--- config.mk ---
export PLATFORM = sky130hd
export DESIGN_NAME = interrupt_controller
export DESIGN_NICKNAME = d
export VERILOG_FILES = /design/src/rtl/interrupt_controller_pkg.sv /design/src/rtl/interrupt_controller_irq_sync.sv /design/src/rtl/interrupt_controller.sv
export SDC_FILE = /design/constraint.sdc
export NUM_CORES = 1
export LEC_CHECK = 0
export CORE_MARGIN = 2
export CORE_UTILIZATION = 35
export DETAILED_ROUTE_END_ITERATION = 12
export MAX_ROUTING_LAYER = met4
export PLACE_DENSITY_LB_ADDON = 0.1
export RECOVER_POWER = 50
export SLEW_MARGIN = 10
export SYNTH_ARGS = -nofsm -noshare
export SYNTH_HDL_FRONTEND = slang
export SYNTH_SLANG_ARGS = --single-unit
export TNS_END_PERCENT = 30
--- constraint.sdc ---
create_clock -name clk -period 2.9 [get_ports clk]
set_input_delay 0.58 -clock clk [delete_from_list [all_inputs] [get_ports clk]]
set_output_delay 0.58 -clock clk [all_outputs]
set_load 0.02 [all_outputs]
--- src/rtl/interrupt_controller_pkg.sv ---
// Shared CPU interrupt definitions: controller state encoding, vector default, cause layout.
// Hardware-interrupt support is selected by the INTC_HW_IRQ_EN macro in the controller files.
package interrupt_controller_pkg;

  typedef enum logic [2:0] {
    ST_IDLE    = 3'd0,
    ST_SAVE    = 3'd1,
    ST_VECTOR  = 3'd2,
    ST_HANDLER = 3'd3,
    ST_RETURN  = 3'd4
  } int_state_e;

  localparam logic [15:0] VECTOR_ADDR_DEFAULT = 16'h0008;
  localparam int          CAUSE_W             = 5;
  localparam int          IRQ_NUM_W           = 4;
  localparam int          IH_EN_BIT           = 15;

  // Software interrupts resume after the trapping instruction; 16-bit wrap is intended.
  function automatic logic [15:0] resume_pc(input logic [15:0] pc);
    return pc + 16'd1;
  endfunction

endpackage

--- src/rtl/interrupt_controller_irq_sync.sv ---
// irq_sync: per-line 2-flop synchronizer and lowest-index priority encoder.
// Built only with INTC_HW_IRQ_EN; otherwise it reports no pending line and holds no flops.
module irq_sync
  import interrupt_controller_pkg::*;
#(
  parameter int LINES = 4
) (
  input  logic                 clk,
  input  logic                 rst,
  input  logic [LINES-1:0]     irq,
  output logic                 irq_any,
  output logic [IRQ_NUM_W-1:0] irq_num
);

`ifdef INTC_HW_IRQ_EN
  logic [LINES-1:0] meta;
  logic [LINES-1:0] sync;

  always_ff @(posedge clk or negedge rst) begin
    if (!rst) begin
      meta <= '0;
      sync <= '0;
    end else begin
      meta <= irq;
      sync <= meta;
    end
  end

  always_comb begin
    irq_any = |sync;
    irq_num = '0;
    // Walk downward so the lowest set line wins.
    for (int i = LINES - 1; i >= 0; i--) begin
      if (sync[i]) irq_num = IRQ_NUM_W'(i);
    end
  end
`else
  logic unused_inputs;
  assign unused_inputs = ^{irq, clk, rst};
  assign irq_any = 1'b0;
  assign irq_num = '0;
`endif

endmodule

--- src/rtl/interrupt_controller.sv ---
// Interrupt entry/return sequencer between decoder and fetch; saves epc/cause, drives IH pulses.
// Hardware interrupt lines are honoured only when INTC_HW_IRQ_EN is defined.
module interrupt_controller
  import interrupt_controller_pkg::*;
#(
  parameter logic [15:0] VECTOR_ADDR = VECTOR_ADDR_DEFAULT,
  parameter int          IRQ_LINES   = 4
) (
  input  logic                 clk,
  input  logic                 rst,
  input  logic                 int_n,
  input  logic [3:0]           int_index,
  input  logic                 eret_n,
  input  logic [IRQ_LINES-1:0] hw_irq,
  input  logic [15:0]          pc_in,
  input  logic                 ih_en,
  output logic                 pc_redirect,
  output logic [15:0]          pc_target,
  output logic [15:0]          epc,
  output logic [CAUSE_W-1:0]   cause,
  output logic                 ih_clear,
  output logic                 ih_restore,
  output logic                 stall,
  output logic                 busy
);

  int_state_e           state;
  int_state_e           state_next;
  logic                 irq_any;
  logic [IRQ_NUM_W-1:0] irq_num;
  logic                 sw_take;
  logic                 hw_take;

  irq_sync #(
    .LINES (IRQ_LINES)
  ) u_irq_sync (
    .clk     (clk),
    .rst     (rst),
    .irq     (hw_irq),
    .irq_any (irq_any),
    .irq_num (irq_num)
  );

  assign sw_take = !int_n;
  assign hw_take = ih_en && irq_any;

  always_ff @(posedge clk or negedge rst) begin
    if (!rst) state <= ST_IDLE;
    else      state <= state_next;
  end

  // Software requests are taken regardless of ih_en and win over hardware.
  always_ff @(posedge clk or negedge rst) begin
    if (!rst) begin
      epc   <= '0;
      cause <= '0;
    end else if (state == ST_IDLE) begin
      if (sw_take) begin
        epc   <= resume_pc(pc_in);
        cause <= {1'b0, int_index};
      end else if (hw_take) begin
        epc   <= pc_in;
        cause <= {1'b1, irq_num};
      end
    end
  end

  always_comb begin
    state_next  = state;
    pc_redirect = 1'b0;
    pc_target   = '0;
    ih_clear    = 1'b0;
    ih_restore  = 1'b0;
    stall       = 1'b0;
    busy        = 1'b0;
    case (state)
      ST_IDLE: begin
        if (sw_take || hw_take) state_next = ST_SAVE;
      end
      ST_SAVE: begin
        ih_clear   = 1'b1;
        stall      = 1'b1;
        busy       = 1'b1;
        state_next = ST_VECTOR;
      end
      ST_VECTOR: begin
        pc_redirect = 1'b1;
        pc_target   = VECTOR_ADDR;
        stall       = 1'b1;
        busy        = 1'b1;
        state_next  = ST_HANDLER;
      end
      ST_HANDLER: begin
        busy = 1'b1;
        if (!eret_n) state_next = ST_RETURN;
      end
      ST_RETURN: begin
        pc_redirect = 1'b1;
        pc_target   = epc;
        ih_restore  = 1'b1;
        busy        = 1'b1;
        state_next  = ST_IDLE;
      end
      default: state_next = ST_IDLE;
    endcase
  end

endmodule

==> results of run 1 <==
-- synth_stat cells (3+ instances only) --
master | number | area (sq um)
a21oi_1 | 16 | 80.08
and3_1 | 15 | 93.84
buf_2 | 3 | 15.01
clkbuf_1 | 4 | 15.01
dfrtp_1 | 23 | 575.6
inv_1 | 4 | 15.01
mux2_2 | 5 | 56.30
nand2_1 | 5 | 18.77
nand3_1 | 5 | 25.02
nand4_1 | 4 | 25.02
nor2_1 | 18 | 67.56
nor3_1 | 5 | 25.02
nor4_1 | 3 | 18.77
xnor2_1 | 12 | 105.1
xor2_1 | 4 | 35.03
-- metal layers --
metal  vias to the layer above  track usage [%]  part of all wire (%)
met1                       576            20.95                    45
met3                         2            2.215                   4.5
met4                         0            5.612                  0.80
met5                         -                -                     0
li1                        626                -                     -
met2                        39            28.00                    49
-- stage by stage --
step	area, sq um	cells	hold slack [ns]
floorplan	1354	144	0.2844
global placement	2024	250	0.4924
detailed placement	2024	250	0.5076
CTS	2071	254	0.5270
global route	2058	254	0.5424
finish	2058	254	0.5162
-- critical path, stage by stage, from the launching register on --
cell	delay, ns
dfrtp_1	0.84
nand3_1	0.15
a21oi_1	0.18
clkdlybuf4s50_1	0.62
-- flip-flops by register name, summed over array words and instances (netlist names) --
register	cells
cause	4
epc	16
state	3
-- cells by family after synthesis --
group / Yosys count / synth area share [%]
DFF: 23 / 42.51
muxes: 6 / 4.898
xor gates and xnor gates: 16 / 10.35
adders and majority gates: 1 / 0.9241
AOI/OAI and AO/OA: 18 / 7.209
and+or+nand+nor: 64 / 27.73
buffers and inverters: 15 / 6.098
other: 1 / 0.2770
-- worst max path at each step --
stage | startpoint | to | slack, ns | cells past startpoint
3_5_place_dp | state[2] | pc_target[3] | 0.53 | 3
2_1_floorplan | state[0] | pc_target[0] | 1.00 | 4
5_1_grt | state[2] | pc_target[3] | 0.09 | 3
6_report | state[2] | pc_target[3] | 0.27 | 3
3_3_place_gp | state[2] | pc_target[3] | 0.57 | 3
4_1_cts | state[2] | pc_target[3] | 0.24 | 3
-- power breakdown --
| group | switching [mW] | internal, mW |
|---|---|---|
| combinational | 0.545 | 0.515 |
| clock | 0.101 | 0.0957 |
| sequential | 0.152 | 0.479 |
| total | 0.798 | 1.09 |
-- area by class of cell --
cell class	instances	area, sq um
Inverter	4	15.01
Fill cell	339	1630
Clock inverter	1	5.005
Tap cell	48	60.06
Timing Repair Buffer	69	674.4
Clock buffer	3	41.29
Sequential cell	23	575.6
Multi-Input combinational cell	106	686.9
==> key figures, run 1 <==
Run status
  • Status: complete, no violations

Synthesis
  • Post-synthesis sequential area ratio: 42.51%
  • Area of the mapped netlist: between 1000 and 1500 sq um
  • Synthesized instance count: approximately 140
  • Asr flop ratio synth: 100.0%
  • Post-synthesis sequential element count: 23
  • EDFF count, synth: 0
  • Synth unique cells: 29
  • Yosys warnings: 0
  • Syn Area/Cell: about 9.4 sq um
  • Most used DFF post-synth: dfrtp_1
  • Syn nets: around 170

Floorplanning
  • DIE AREA: around 4400 sq um
  • Top Ports: ~70
  • Initial Util: a little under two fifths
  • Die Width: about 66 um
  • Die Y: about 66 um
  • Total core area: 3689 sq um
  • Row count: 22

Drt
  • Post-DRT Antenna Nets: 0
  • DRT Wirelength: around 3400 um
  • 1st-pass router iterations: 4
  • Routed vias/inst: ~4.9
  • Via count: approximately 1200
  • # DRC: 0
  • Iter 0 DRT Violations: 57
  • WL/cell: approximately 13 um

Global route
  • Remaining Overflow, GRT: 0
  • Number of global-route vias before repair: 1229
  • All-Layer GR Usage: between 10% and 20%
  • Largest net degree at the start of global routing: 27
  • First-pass GRT wire length: about 5500 um
  • Initial antenna violation count: 0

Finish
  • Layout cells sized above 1: ~8.7%
  • Commonest non-fill, non-tap cell in the layout: clkdlybuf4s50_1
  • Highest-count cells in the layout ignoring fill and taps: 46 x clkdlybuf4s50_1, 23 x dfrtp_1, 18 x nor2_1, 18 x dlygate4sd3_1, 16 x a21oi_1
  • Area growth, synth to finish: 52.03%
  • Antenna diodes: 0
  • Layout Nets: roughly 240
  • Layout Utilization: approximately 56%

Worst setup path
  • FF-to-FF Start: state[2]
  • Reg-to-reg endpoint: epc[12]
  • Crit-path max FO: 26
  • CP required: approximately 2.3 ns
  • Crit end category: output pin
  • Worst reg2reg setup slack: 0.72 ns
  • R2R depth: 4
  • CP arrival: 2.05 ns
  • Critical Path Source Type: flop
  • CP Class: flop to output pin

Clocking
  • CTS Sinks: 23
  • CTS Buffer Depth: 2
  • CTS tree: built
  • CTS root buf: clkbuf_8
  • Clock transition at path regs: around 0.080 ns
  • Htree depth: 1
  • Total CTS buffers: 3
  • Hold buffers post-CTS: 0
  • Worst-skew pair later-pin latency: about 0.26 ns
  • Resize count post-CTS: 0
  • # Post-CTS Setup Buffers: 0

STA
  • Slew headroom: between 10% and 20%
  • Peak Freq: between 0.3 and 0.4 GHz
  • Worst-Margin Slew: ~1.2 ns
  • Slew Limit Fails: 0
  • Minimum clock period: 2.627 ns
  • Clock Skews: 0.0005233 ns
  • Final period util: between 90% and 100%
  • Unrepaired setup endpoints after global routing: no
  • Endpoints failing hold: 0
  • Fin Setup TNS: 0 ns
  • Setup Viol. Count Final: 0
  • Setup slack after layout: 0.2733 ns

Placement
  • Post-Place Setup Slack: around 0.53 ns
  • Post-DP HPWL: 2612 um
  • IO buf count: between 60 and 70
  • Routability cong.: around 0.80

Pwr
  • Pwr Total: between 1.5 and 2 mW
  • P per Cell Area: between 900 and 1000 nW/um^2
  • Peak VDD IR: ~0.42 mV
  • Lkg Pwr: 0.8220 nW

Worst hold path
  • Worst Hold End: cause[0]
  • Worst Hold Depth: 1
  • Tightest Hold Check Type: flop to flop
  • Hold path startpoint: cause[0]

Flow run
  • Maxcap violations: 0
(Power assumes the default switching activity.)
==> run 2: changes to the inputs <==
--- a/config.mk
+++ b/config.mk
@@ -11,8 +11,9 @@
 export MAX_ROUTING_LAYER = met4
 export PLACE_DENSITY_LB_ADDON = 0.1
 export RECOVER_POWER = 50
-export SLEW_MARGIN = 10
+export SLEW_MARGIN = 5
 export SYNTH_ARGS = -nofsm -noshare
 export SYNTH_HDL_FRONTEND = slang
+export SYNTH_HIERARCHICAL = 1
 export SYNTH_SLANG_ARGS = --single-unit
 export TNS_END_PERCENT = 30
==> constraint.sdc (replaced) <==
create_clock -name clk -period 2.9 [get_ports clk]
set_input_delay 0.435 -clock clk [delete_from_list [all_inputs] [get_ports clk]]
set_output_delay 0.435 -clock clk [all_outputs]
set_load 0.02 [all_outputs]
==> key figures, run 2 <==
STA
  • Fin Setup TNS: 0 ns (unchanged)
  • Clock Skews: 0.001699 ns (+0.001176 ns)
  • Minimum clock period: 2.516 ns (-0.1103 ns)
  • Slew Limit Fails: 0 (unchanged)
  • Worst-Margin Slew: 1.406 ns (+0.1673 ns)
  • Peak Freq: 0.3974 GHz (+4.4%)
  • Unrepaired setup endpoints after global routing: no
  • Setup Viol. Count Final: 0 (unchanged)
  • Slew headroom: 6.245% (-11 points)
  • Endpoints failing hold: 0 (unchanged)
  • Final period util: 86.77% (-3.8 points)

Clocking
  • # Post-CTS Setup Buffers: 0 (unchanged)
  • CTS tree: built
  • Htree depth: 1 (unchanged)
  • CTS Sinks: 24 (+4.3%)
  • CTS root buf: clkbuf_8
  • Total CTS buffers: 3 (unchanged)
  • Resize count post-CTS: 0 (unchanged)
  • Worst-skew pair later-pin latency: 0.27 ns (about the same)
  • CTS Buffer Depth: 2 (unchanged)
  • Hold buffers post-CTS: 0 (unchanged)
  • Clock transition at path regs: 0.09 ns (about the same)

Placement
  • Post-DP HPWL: 2829 um (+8.3%)
  • Post-Place Cells: 277 (+11%)
  • IO buf count: 66 (+3.1%)
  • Routability cong.: 0.7794 (-2.0%)
  • Dpl cell area: 2207 sq um (+9.0%)

Synthesis
  • EDFF count, synth: 0 (unchanged)
  • Largest cells by area after synthesis: dfrtp_1 39%, xnor2_1 6.8%, a21oi_1 6.5%
  • Post-synthesis sequential element count: 24 (+4.3%)
  • Asr flop ratio synth: 100.0% (unchanged)
  • Syn Area/Cell: 9.304 sq um (-1.0%)
  • Post-Synth Adder-Cell Area: 0.8150% (-0.11 points)
  • Compound-Gate Fraction of Synth Area: 10.68% (+3.5 points)
  • XOR/XNOR Fraction of Synth Area: 8.557% (-1.8 points)
  • Post-synthesis sequential area ratio: 39.12% (-3.4 points)
  • Area of the mapped netlist: 1535 sq um (+13%)
  • Cell taking the most area after synthesis: dfrtp_1
  • Most used DFF post-synth: dfrtp_1
  • Synth unique cells: 40 (+38%)
  • Simple-gate share of the synthesized area: 29.18% (+1.5 points)
  • Yosys warnings: 6 (+6)
  • Most numerous cell in the Yosys netlist: nor2_1
  • Synth top area share: 39.12% (-3.4 points)
  • Mux cell area share after synthesis: 3.993% (-0.90 points)
  • Synth top cells by count: 26 x nor2_1, 24 x dfrtp_1, 20 x a21oi_1, 15 x and3_1, 12 x xnor2_1
  • Synthesized instance count: 165 (+15%)
  • Largest family of logic cells by synthesized area: simple AND/OR/NAND/NOR gates

Finish
  • Top Registers: epc x16, cause x5, state x3
  • Area growth, synth to finish: 47.11%
  • Layout cells sized above 1: 8.297% (-0.44 points)
  • Commonest non-fill, non-tap cell in the layout: clkdlybuf4s50_1
  • Layout Nets: 260 (+9.7%)
  • Cell area after layout: 2258 sq um (+9.7%)
  • Max reg flops: 16 (unchanged)
  • Layout Utilization: 52.59% (-3.2 points)
  • Fill cell count: 400 (+18%)
  • Post-Layout Cell Count: 281 (+11%)
  • Biggest register: epc
  • Antenna diodes: 0 (unchanged)
  • Highest-count cells in the layout ignoring fill and taps: 45 x clkdlybuf4s50_1, 26 x nor2_1, 24 x dfrtp_1, 21 x dlygate4sd3_1, 20 x a21oi_1

Global route
  • First-pass GRT wire length: 6472 um (+18%)
  • All-Layer GR Usage: 16.77% (about the same)
  • Number of global-route vias before repair: 1359 (+11%)
  • Initial antenna violation count: 0 (unchanged)
  • M1 GR Usage: 21.21% (+0.26 points)
  • Met2 Use GR: 27.25% (-0.75 points)
  • Remaining Overflow, GRT: 0 (unchanged)
  • Met3 usage: 4.185% (+2.0 points)
  • Most used routing layer: met2
  • Largest net degree at the start of global routing: 41 (+52%)

Worst setup path
  • CP Class: flop to output pin
  • Crit-path max FO: 14 (-46%)
  • Crit end category: output pin
  • Critical Path Source Type: flop
  • CP required: 2.47 ns (+0.15 ns)
  • CP startpoint: state[0]
  • FF-to-FF Start: state[2]
  • CP arrival: 2.08 ns (+0.03 ns)

Floorplanning
  • Die Width: 70.23 um (+6.1%)
  • DIE AREA: 4932 sq um (+13%)
  • Initial Util: 35.75% (-0.95 points)
  • Row count: 24 (+9.1%)
  • Top Ports: 71 (unchanged)
  • Total core area: 4294 sq um (+16%)
  • Die Y: 70.23 um (+6.1%)

Pwr
  • Lkg Pwr: 0.9157 nW (+11%)
  • Pwr Total: 1.998 mW (+5.9%)
  • P per Cell Area: 884.7 nW/um^2 (-3.5%)
  • Peak VDD IR: 0.4804 mV (+14%)

Worst hold path
  • Hold path startpoint: cause[4]
  • Tightest Hold Check Type: flop to flop

Flow run
  • Maxcap violations: 0 (unchanged)

Drt
  • Post-DRT Antenna Nets: 0 (unchanged)
  • 1st-pass router iterations: 4 (unchanged)
  • Via count: 1385 (+11%)
  • Routed vias/inst: 4.929 (+0.72%)
  • # DRC: 0 (unchanged)
  • Iter 0 DRT Violations: 36 (-37%)
  • WL/cell: 13.60 um (+2.1%)
  • DRT Wirelength: 3822 um (+13%)

Run status
  • Status: complete, no violations
run 2: cell types whose count changed in the layout (fill, tap and decap cells not counted), moves of 3 or more:
| cell | delta |
|---|---|
| mux2_2 | -4 |
| nor2_1 | +8 |
| dlygate4sd3_1 | +3 |
| mux2i_1 | +4 |
| nor3_1 | -4 |
| conb_1 | +4 |
| a21oi_1 | +4 |
run 2: path summary, 6_finish.rpt:
path / slack (ns) / cells after the start / end
setup / recovery: 0.38 / 4 / pc_target[5]
hold / removal: 0.49 / 1 / cause[4]
setup reg to reg: 0.73 / 3 / epc[0]
hold reg to reg: 0.49 / 1 / cause[4]
max in group asynchronous: 1.07 / 2 / state[2]
min in group asynchronous: 1.01 / 2 / epc[12]
run 2: cell families (layout without fill, tap and decap cells):
| family | Yosys count | count (layout) |
|---|---|---|
| AO/OA/AOI/OAI | 28 | 28 |
| buffers and inverters | 18 | 78 |
| XOR/XNOR | 15 | 15 |
| adder cells (fa/ha/maj) | 1 | 1 |
| other | 1 | 5 |
| flip-flops | 24 | 24 |
| multiplexers | 6 | 6 |
| AND/OR/NAND/NOR | 72 | 72 |
run 2: area by class of cell:
| cell class | instances | area, sq um | area share, % |
|---|---|---|---|
| clock buffer | 4 | 55.05 | 2.438 |
| inverter | 4 | 15.01 | 0.6648 |
| multi-input combinational | 127 | 835.8 | 37.01 |
| tap | 52 | 65.06 | 2.881 |
| sequential | 24 | 600.6 | 26.59 |
| timing repair buffer | 70 | 686.9 | 30.42 |
run 2: critical path, stage by stage (launching register included):
cell             delay, ns
dfrtp_1               0.48
nor2_1                0.29
buf_4                 0.26
and3_1                0.17
clkdlybuf4s50_1       0.61
run 2: report_power, final:
part / total [mW] / internal [mW] / switching, mW
Sequential: 0.640 / 0.500 / 0.140
Combinational: 1.12 / 0.519 / 0.604
Clock: 0.235 / 0.121 / 0.114
Total: 2.00 / 1.14 / 0.858
run 2: through the flow:
stage	worst slack [ns]	hold slack [ns]
after floorplan	1.160	0.1394
after global placement	0.6338	0.4825
after detailed placement	0.6293	0.4852
after CTS	0.3454	0.5069
after global routing	0.2211	0.5523
final	0.3836	0.4948
run 2: metal layers:
metal  vias to the layer above  share of wire (%)
li1                        700                  -
met1                       636                 45
met2                        45                 49
met3                         4                5.2
met4                         0               0.89
met5                         -                  0
==> run 3: changes to the inputs <==
--- a/config.mk
+++ b/config.mk
@@ -5,7 +5,6 @@
 export SDC_FILE = /design/constraint.sdc
 export NUM_CORES = 1
 export LEC_CHECK = 0
-export CORE_MARGIN = 2
 export CORE_UTILIZATION = 35
 export DETAILED_ROUTE_END_ITERATION = 12
 export MAX_ROUTING_LAYER = met4
==> key figures, run 3 (synthesized netlist as in run 2, its figures left out) <==
Run status
  • Status: complete, no violations

Floorplanning
  • Die Y: 68.23 um (-2.8%)
  • Top Ports: 71 (unchanged)
  • Initial Util: 37.31% (+1.6 points)
  • Die Width: 68.23 um (-2.8%)
  • DIE AREA: 4655 sq um (-5.6%)
  • Total core area: 4115 sq um (-4.2%)
  • Row count: 23 (-4.2%)

Pwr
  • Pwr Total: 1.998 mW (about the same)
  • Peak VDD IR: 0.3848 mV (-20%)
  • P per Cell Area: 885.6 nW/um^2 (+0.11%)
  • Lkg Pwr: 0.9155 nW (about the same)

Worst setup path
  • CP cell instances: nor2_1 > buf_4 > and3_1 > clkdlybuf4s50_1
  • Crit end category: output pin
  • R2R depth: 3 (unchanged)
  • FF-to-FF Start: state[2]
  • CP Class: flop to output pin
  • Critical Path Source Type: flop
  • Worst path max stage delay: 0.60 ns (about the same)
  • Max stage delay cell, worst path: clkdlybuf4s50_1
  • Crit-path max FO: 18 (+4)
  • CP arrival: 1.91 ns (-0.17 ns)
  • Reg-to-reg endpoint: epc[0]
  • Worst reg2reg setup slack: 0.76 ns (+0.03 ns)
  • Crit path capture: pc_target[2]
  • CP startpoint: state[0]
  • CP required: 2.47 ns (about the same)

STA
  • Fin Setup TNS: 0 ns (unchanged)
  • Worst-Margin Slew: 1.287 ns (-0.1196 ns)
  • Minimum clock period: 2.346 ns (-0.1706 ns)
  • Peak Freq: 0.4263 GHz (+7.3%)
  • Slew Limit Fails: 0 (unchanged)
  • Endpoints failing hold: 0 (unchanged)
  • Setup Viol. Count Final: 0 (unchanged)
  • Slew headroom: 14.22% (+8.0 points)
  • Unrepaired setup endpoints after global routing: no
  • Clock Skews: 0.008249 ns (+0.006551 ns)
  • Final period util: 80.89% (-5.9 points)

Drt
  • Post-DRT Antenna Nets: 0 (unchanged)
  • Routed vias/inst: 5.000 (+1.4%)
  • WL/cell: 13.45 um (-1.1%)
  • Via count: 1395 (+0.72%)
  • # DRC: 0 (unchanged)
  • 1st-pass router iterations: 4 (unchanged)
  • Iter 0 DRT Violations: 47 (+31%)
  • DRT Wirelength: 3752 um (-1.8%)

Global route
  • Initial antenna violation count: 0 (unchanged)
  • Largest net degree at the start of global routing: 41 (unchanged)
  • All-Layer GR Usage: 18.30% (+1.5 points)
  • First-pass GRT wire length: 6106 um (-5.7%)
  • Number of global-route vias before repair: 1323 (-2.6%)
  • Remaining Overflow, GRT: 0 (unchanged)

Finish
  • Highest-count cells in the layout ignoring fill and taps: 46 x clkdlybuf4s50_1, 26 x nor2_1, 24 x dfrtp_1, 20 x a21oi_1, 20 x dlygate4sd3_1
  • Area growth, synth to finish: 46.94%
  • Max reg flops: 16 (unchanged)
  • Commonest non-fill, non-tap cell in the layout: clkdlybuf4s50_1
  • Biggest register: epc
  • Cell area after layout: 2256 sq um (-0.11%)
  • Antenna diodes: 0 (unchanged)
  • Layout cells sized above 1: 8.297% (unchanged)
  • Layout Nets: 260 (unchanged)
  • Top Registers: epc x16, cause x5, state x3

Clocking
  • Hold buffers post-CTS: 0 (unchanged)
  • Clock transition at path regs: 0.09 ns (about the same)
  • Resize count post-CTS: 0 (unchanged)
  • CTS Sinks: 24 (unchanged)
  • # Post-CTS Setup Buffers: 0 (unchanged)
  • CTS tree: built
  • Worst-skew pair later-pin latency: 0.27 ns (about the same)
  • CTS root buf: clkbuf_8
  • Total CTS buffers: 3 (unchanged)
  • CTS Buffer Depth: 2 (unchanged)
  • Htree depth: 1 (unchanged)

Placement
  • Dpl cell area: 2205 sq um (-0.11%)
  • IO buf count: 66 (unchanged)
  • Routability cong.: 0.8058 (+3.4%)
  • Post-DP HPWL: 2795 um (-1.2%)

Flow run
  • Maxcap violations: 0 (unchanged)

Worst hold path
  • Tightest Hold Check Type: flop to flop
## run 3: cell count changes in the layout (fill, tap and decap cells not counted), sizes merged
cell	change
dlygate4sd3	-1
clkdlybuf4s50	+1
## run 3: worst min path at each step
| stage | startpoint | endpoint | cells after the start |
|---|---|---|---|
| 6_report | cause[4] | cause[4] | 1 |
| 5_1_grt | cause[4] | cause[4] | 1 |
| 2_1_floorplan | rst | cause[0] | 0 |
| 3_5_place_dp | cause[4] | cause[4] | 1 |
| 3_3_place_gp | cause[4] | cause[4] | 1 |
| 4_1_cts | cause[4] | cause[4] | 1 |
## run 3: power breakdown
part	internal, mW	leakage (nW)	total, mW	switching (mW)
combinational	0.519	0.617	1.13	0.610
sequential	0.500	0.269	0.639	0.139
clock	0.121	0.0288	0.229	0.108
## run 3: area by class of cell
class	instances	area, sq um
Clock buffer	4	55.05
Fill cell	374	1859
Inverter	4	15.01
Multi-Input combinational cell	127	835.8
Sequential cell	24	600.6
Tap cell	50	62.56
Timing Repair Buffer	70	686.9
## run 3: critical path, delay by kind of cell (launching register included)
kind	cells	cell delay, ns
buf+inv	2	0.83
flops	1	0.49
simple gates	2	0.31
## run 3: layer usage
layer  part of all wire [%]  wire, um  global-route usage, %
met1                     46      1744                  22.14
met2                     48      1794                  31.62
met3                    5.2       194                  3.667
met4                   0.51        19                  3.125
met5                      0         0                      -
## run 3: metrics by stage
stage | hold slack (ns) | std cells | worst slack [ns] | utilization [%]
6_report | 0.4939 | 279 | 0.5542 | 54.82
5_1_grt | 0.5534 | 279 | 0.4249 | 54.82
4_1_cts | 0.5053 | 279 | 0.5551 | 54.91
3_5_place_dp | 0.4859 | 275 | 0.6486 | 53.57
3_3_place_gp | 0.4774 | 275 | 0.6735 | 53.57
2_1_floorplan | 0.1394 | 169 | 1.160 | -
